==> src/rtl/mem_lsu.sv <==
// mem_lsu: MEM-stage load/store unit driving the dram_* port.
// Define LSU_MISALIGN_CHECK_EN to trap misaligned half/word accesses.
module mem_lsu #(
  parameter int unsigned RD_LATENCY = 1
) (
  input  logic        clk,
  input  logic        rst_n,
  input  logic        req_valid,
  output logic        req_ready,
  input  logic        req_wen,
  input  logic [1:0]  req_size,
  input  logic        req_unsigned,
  input  logic [31:0] req_addr,
  input  logic [31:0] req_wdata,
  input  logic [4:0]  req_rd,
  output logic        resp_valid,
  input  logic        resp_ready,
  output logic [31:0] resp_rdata,
  output logic [4:0]  resp_rd,
  output logic        resp_err,
  output logic        dram_en,
  output logic        dram_wen,
  output logic [31:0] dram_addr,
  output logic [31:0] dram_wdata,
  output logic [3:0]  dram_wmask,
  input  logic [31:0] dram_rdata
);

  localparam logic [1:0] S_IDLE   = 2'd0;
  localparam logic [1:0] S_ACCESS = 2'd1;
  localparam logic [1:0] S_RESP   = 2'd2;
  localparam logic [3:0] LAST     = 4'(RD_LATENCY - 1);

  logic [1:0]  state_q, state_d;
  logic [3:0]  cnt_q, cnt_d;
  logic        wen_q, wen_d;
  logic [1:0]  size_q, size_d;
  logic        uns_q, uns_d;
  logic [31:0] addr_q, addr_d;
  logic [31:0] wdata_q, wdata_d;
  logic [4:0]  rd_q, rd_d;
  logic [31:0] rdata_q, rdata_d;
  logic        err_q, err_d;

  logic        mis;
  logic        acc;
  logic [1:0]  a;
  logic [3:0]  lane_mask;
  logic [31:0] lane_wdata;
  logic [31:0] shifted;
  logic [31:0] load_ext;

`ifdef LSU_MISALIGN_CHECK_EN
  assign mis = (req_size == 2'b01 && req_addr[0]) ||
               (req_size[1] && req_addr[1:0] != 2'b00);
`else
  assign mis = 1'b0;
`endif

  assign a   = addr_q[1:0];
  assign acc = (state_q == S_ACCESS);

  // Byte-lane steering for stores and lane extraction for loads
  always_comb begin
    lane_mask  = 4'b1111;
    lane_wdata = wdata_q;
    shifted    = dram_rdata;
    load_ext   = dram_rdata;
    case (size_q)
      2'b00: begin
        lane_mask  = 4'b0001 << a;
        lane_wdata = {4{wdata_q[7:0]}};
        shifted    = dram_rdata >> {a, 3'b000};
        load_ext   = uns_q ? {24'd0, shifted[7:0]}
                           : {{24{shifted[7]}}, shifted[7:0]};
      end
      2'b01: begin
        lane_mask  = a[1] ? 4'b1100 : 4'b0011;
        lane_wdata = {2{wdata_q[15:0]}};
        shifted    = a[1] ? {16'd0, dram_rdata[31:16]} : dram_rdata;
        load_ext   = uns_q ? {16'd0, shifted[15:0]}
                           : {{16{shifted[15]}}, shifted[15:0]};
      end
      default: begin
        lane_mask  = 4'b1111;
        lane_wdata = wdata_q;
        shifted    = dram_rdata;
        load_ext   = dram_rdata;
      end
    endcase
  end

  // Request/access/response sequencing
  always_comb begin
    state_d = state_q;
    cnt_d   = cnt_q;
    wen_d   = wen_q;
    size_d  = size_q;
    uns_d   = uns_q;
    addr_d  = addr_q;
    wdata_d = wdata_q;
    rd_d    = rd_q;
    rdata_d = rdata_q;
    err_d   = err_q;
    case (state_q)
      S_IDLE: begin
        if (req_valid) begin
          wen_d   = req_wen;
          size_d  = req_size;
          uns_d   = req_unsigned;
          addr_d  = req_addr;
          wdata_d = req_wdata;
          rd_d    = req_rd;
          cnt_d   = 4'd0;
          rdata_d = 32'd0;
          err_d   = mis;
          state_d = mis ? S_RESP : S_ACCESS;
        end
      end
      S_ACCESS: begin
        if (wen_q) begin
          rdata_d = 32'd0;
          state_d = S_RESP;
        end else if (cnt_q == LAST) begin
          rdata_d = load_ext;
          state_d = S_RESP;
        end else begin
          cnt_d = cnt_q + 4'd1;
        end
      end
      S_RESP: begin
        if (resp_ready) state_d = S_IDLE;
      end
      default: state_d = S_IDLE;
    endcase
  end

  // State registers; reset aborts any access in flight
  always_ff @(posedge clk or negedge rst_n) begin
    if (!rst_n) begin
      state_q <= S_IDLE;
      cnt_q   <= 4'd0;
      wen_q   <= 1'b0;
      size_q  <= 2'b00;
      uns_q   <= 1'b0;
      addr_q  <= 32'd0;
      wdata_q <= 32'd0;
      rd_q    <= 5'd0;
      rdata_q <= 32'd0;
      err_q   <= 1'b0;
    end else begin
      state_q <= state_d;
      cnt_q   <= cnt_d;
      wen_q   <= wen_d;
      size_q  <= size_d;
      uns_q   <= uns_d;
      addr_q  <= addr_d;
      wdata_q <= wdata_d;
      rd_q    <= rd_d;
      rdata_q <= rdata_d;
      err_q   <= err_d;
    end
  end

  assign req_ready  = rst_n && (state_q == S_IDLE);
  assign resp_valid = (state_q == S_RESP);
  assign resp_rdata = rdata_q;
  assign resp_rd    = rd_q;
  assign resp_err   = err_q;
  assign dram_en    = acc;
  assign dram_wen   = acc && wen_q;
  assign dram_addr  = acc ? {addr_q[31:2], 2'b00} : 32'd0;
  assign dram_wdata = acc ? lane_wdata : 32'd0;
  assign dram_wmask = acc ? lane_mask : 4'd0;

endmodule

==> config.mk <==
export PLATFORM = sky130hd
export DESIGN_NAME = mem_lsu
export DESIGN_NICKNAME = d
export VERILOG_FILES = /design/src/rtl/mem_lsu.sv
export SDC_FILE = /design/constraint.sdc
export NUM_CORES = 1
export LEC_CHECK = 0
export BUFFER_PORTS_ARGS = -buffer_cell sky130_fd_sc_hd__buf_2
export CORE_UTILIZATION = 40
export CTS_CLUSTER_DIAMETER = 150
export DETAILED_ROUTE_END_ITERATION = 12
export PLACE_DENSITY = 0.67
export SKIP_CTS_REPAIR_TIMING = 1
export SYNTH_ARGS = -nofsm -noshare
export SYNTH_HDL_FRONTEND = slang
export SYNTH_SLANG_ARGS = --single-unit
==> constraint.sdc <==
create_clock -name clk -period 1.9 [get_ports clk]
set_input_delay 0.095 -clock clk [delete_from_list [all_inputs] [get_ports clk]]
set_output_delay 0.095 -clock clk [all_outputs]
set_load 0.005 [all_outputs]
Word level (Yosys, flattened, before mapping)
Index checks and enable logic that the tools add are counted.
- logic and storage cells: 53
- bits in registers: 111
- muxes and demuxes: 23
- reductions and logical operators: 10
- shifts and indexed selects: 2
- add/sub/neg operators: 1
- equal/unequal tests: 8
- operators with widths (kind ; count):
    32-bit two-way mux ; 7
    32-bit one-hot mux with 2 select lines ; 3
    32-bit by 5-bit right shift with 8-bit output ; 1
    4-bit two-way mux ; 5
    16-bit two-way mux ; 1
    4-bit one-hot mux with 2 select lines ; 2
    2-bit two-way mux ; 4
    2-bit != test (second input constant) ; 3
    2-bit one-hot mux with 3 select lines ; 1
    3-bit AND reduction ; 2
    4-bit by 1-bit adder with 4-bit output (second input constant) ; 1
    2-bit by 1-bit == test with 1-bit output (second input constant) ; 2
    2-bit zero test ; 2
    4-bit zero test ; 1
    4-bit AND reduction ; 1
    1-bit by 2-bit << shifter with 4-bit output (first input constant) ; 1
    3-bit by 2-bit != test with 1-bit output (second input constant) ; 1
    2-bit == test (second input constant) ; 1
    1-bit logical AND ; 2
    2-bit by 1-bit != test with 1-bit output (second input constant) ; 1
    2-bit AND reduction ; 1
    2-bit nonzero test ; 1

Logic depth before layout (Yosys ltp)
- word-level depth: 6
- mapped depth: 7

Worst setup path after synthesis
OpenSTA, ideal clock, no wires.
- path type: register to register
- start: register size_q[0]
- end: register rdata_q[21], in the netlist resp_rdata[21]
- stages on the path, launching flop included: 7
- period minus slack after synthesis: 1941 ps
- library setup time: 64 ps
- path buffers: 2
- arrival: 1876 ps
- setup slack: -41 ps
- path through: dfrtp_1 -> buf_6 -> or3b_1 -> a32o_1 -> a2111oi_4 -> buf_6 -> a221o_2
- cells in the longest elaborated chain, start to end: 5
- elaborated cells on any way between the ends: 6
- those cells by class: eq/ne: 1; mux: 4; reduce/logical: 1
- RTL lines (element ; line ; text):
    start, declared ; 37 ; logic [1:0] size_q, size_d;
    start signal, assigned ; 155 ; size_q <= size_d;
    2-bit by 1-bit == test with 1-bit output or 2-bit zero test (tied branches) ; 69 ; case (size_q)
    32-bit one-hot mux with 2 select lines * ; 69 ;
    32-bit two-way mux * ; 124 ; end else if (cnt_q == LAST) begin
    32-bit two-way mux * ; 121 ; if (wen_q) begin
    32-bit one-hot mux with 2 select lines * ; 105 ; case (state_q)
    end signal, assigned ; 160 ; rdata_q <= rdata_d;
    end, declared ; 42 ; logic [31:0] rdata_q, rdata_d;
Mark *: on every way between the ends. The rest lies on a longest branch, timed or not. The select of a mux whose other input is x is not followed.
A chain may end at the register's enable or synchronous reset.

Worst setup path after layout
- start: register size_q[0]
- end: register rdata_q[20], in the netlist resp_rdata[20]
The elaborated chain is that of the path after synthesis.

==> impl_metrics.yaml <==
pwr:
  p_total_mw: 12.1
  switching_power_mw: 4.43
  leakage_nw: 3.99
  combPwrFrac: 0.484
  ir_drop_v: 0.000680
  cellPowerDensity_nw_per_um2: 1500
  seqPwrFrac: 0.353
  clkPwrFrac: 0.163
  switching_share: 0.365
  p_int_mw: 7.72
floorplan:
  core_area_sq_um: 13400
  die_area_sq_um: 14400
  die_x_um: 120
  die-height_um: 120
  start_util: 0.415
  ios: 219
  rows: 42
critical_path:
  crit_required_ps: 2180
  crit_fanout: 16
  end_kind: "register"
  critPathLaunchType: "register"
  setup.worst_path.class: "reg2reg"
  cp.arrival_ps: 2110
cts:
  clockBufferDepth: 2
  cts.htree.levels: 3
  root_buffer: "clkbuf_16"
  clkTransAtPathRegs_ps: 70
  cts_tree: "yes"
  insertion_delay_ps: 350
  cts_sinks: 111
  numCtsBuffers: 9
route:
  drt-vias-per-instance: 5.21
  vias: 5065
  drt_iter0_markers: 326
  antenna_left: 0
  dr.pass1.iters: 4
  route.detailed.drc: 0
  routed_wl_um: 16600
  wire_per_inst_um: 17.1
job:
  maxCapViolCount: 0
yosys:
  ys_ff_latch: 111
  synth_edf_count: 0
  synth_warnings: 0
  syn-instance-count: 501
  ys_seq_area_frac: 0.499
  synth_area_sq_um: 5560
  ys_async_sr_fraction: 1.00
  post_synth.cell_area_avg_sq_um: 11.1
  synth_cell_types: 45
  synth_ff_type: "dfrtp_1"
final_layout:
  layout_commonest_cell: "buf_2"
  layout-drive-gt1-share: 0.452
  num_antenna_cells: 0
  fin_util: 0.605
  final_cell_mix: "buf_2 (214), dfrtp_1 (109), mux2_2 (73), dlygate4sd3_1 (73)"
  final_nets: 902
  areaGrowthSynthToFinish_pct: 45.7
placement:
  hpwl_um: 11300
  io_buffers: 215
  routabilityCongestion: 0.848
grt:
  grt_overflow: 0
  antenna_found_initial: 0
  grt_start_max_net_pins: 54
  grt_pass1_vias: 4766
  grt_pass1_wl_um: 24600
  grt_usage: 0.221
timing:
  fin_setup_tns_ps: 0
  hold_ws_ps: 3.61
  worst_pin_slew_ps: 614
  max_freq_ghz: 0.546
  min_period_ps: 1830
  slew_headroom: 0.590
  finClkSkew_ps: 4.18
  setup_viol: 0
  final-hold-violation-count: 0
  fin_crit_sh: 0.965
  slew_violations: 0
min_path:
  hp-class: "in2reg"
outcome:
  status: "completed"
-- flip-flops by register name (all words and copies together) (netlist names) --
| signal | count |
|---|---|
| state_q | 2 |
| resp_rd | 5 |
| wdata_q | 32 |
| addr_q | 32 |
| wen_q | 1 |
| size_q | 2 |
| resp_rdata | 32 |
| uns_q | 1 |
| cnt_q | 4 |
-- power groups by stage --
stage	clock network, mW	registers [mW]	logic (mW)
final	1.98	4.28	5.88
after global routing	2.13	4.45	6.45
after CTS	2.04	4.26	5.60
after detailed placement	0	4.29	5.58
after global placement	0	4.23	5.44
after floorplan	0	4.11	3.51
-- metal layers --
layer,GRT usage,vias up,part of all wire
met2,0.354,199,0.49
met4,0.0859,0,0.022
met3,0.0494,30,0.062
li1,-,2353,-
met5,0,-,0
met1,0.289,2483,0.43
-- synth_stat cells (all sizes together) (4+ instances only) --
| library cell | instances | area, sq um |
|---|---|---|
| nand2 | 40 | 153 |
| o31ai | 4 | 30.0 |
| a21oi | 25 | 125 |
| nor2 | 41 | 154 |
| and2 | 39 | 244 |
| mux4 | 4 | 90.1 |
| o22ai | 4 | 25.0 |
| dfrtp | 111 | 2780 |
| nor2b | 5 | 31.3 |
| nor3b | 5 | 47.5 |
| a221o | 20 | 213 |
| buf | 12 | 77.6 |
| mux2i | 16 | 160 |
| mux2 | 73 | 822 |
| clkbuf | 29 | 109 |
| a221oi | 4 | 35.0 |
| o21ai | 17 | 85.1 |
| inv | 12 | 45.0 |
-- layout make-up --
class | instances | area (sq um)
Fill cell | 1097 | 5300
Sequential cell | 111 | 2780
Multi-Input combinational cell | 339 | 2610
Timing Repair Buffer | 318 | 2140
Clock buffer | 14 | 274
Tap cell | 176 | 220
Inverter | 12 | 45.0
Clock inverter | 2 | 37.5
-- kinds of logic after synthesis --
| kind of cell | after synthesis | synth area share |
|---|---|---|
| AO/OA/AOI/OAI | 98 | 0.132 |
| buffers and inverters | 53 | 0.0416 |
| multiplexers | 93 | 0.193 |
| other | 1 | 0.000674 |
| flip-flops | 111 | 0.499 |
| XOR/XNOR | 1 | 0.00158 |
| AND/OR/NAND/NOR | 142 | 0.128 |
| adder cells (fa/ha/maj) | 2 | 0.00450 |
-- per-stage QoR --
stage,setup slack [ps],area [sq um],cells
6_report,66.8,8100,972
4_1_cts,-164,7300,897
5_1_grt,-3.52,8100,972
3_3_place_gp,6.55,6990,881
3_5_place_dp,-68.7,6990,881
2_1_floorplan,13.1,5580,503
-- worst max-delay path: stages (launching register included) --
cell       delay, ps
dfrtp_2          430
or3b_1           380
a32o_1           280
a2111oi_4        360
buf_12           190
a221o_1          120
-- path summary, 6_finish.rpt --
check	slack, ps	endpoint	cells past startpoint	start
setup / recovery	70	resp_rdata[20]	5	size_q[0]
hold / removal	4	state_q[1]	3	resp_ready
setup reg to reg	70	resp_rdata[20]	5	size_q[0]
hold reg to reg	480	resp_rdata[1]	2	resp_rdata[1]
max in group asynchronous	900	wdata_q[17]	3	rst_n
min in group asynchronous	190	wdata_q[6]	2	rst_n
(Power assumes the default switching activity.)
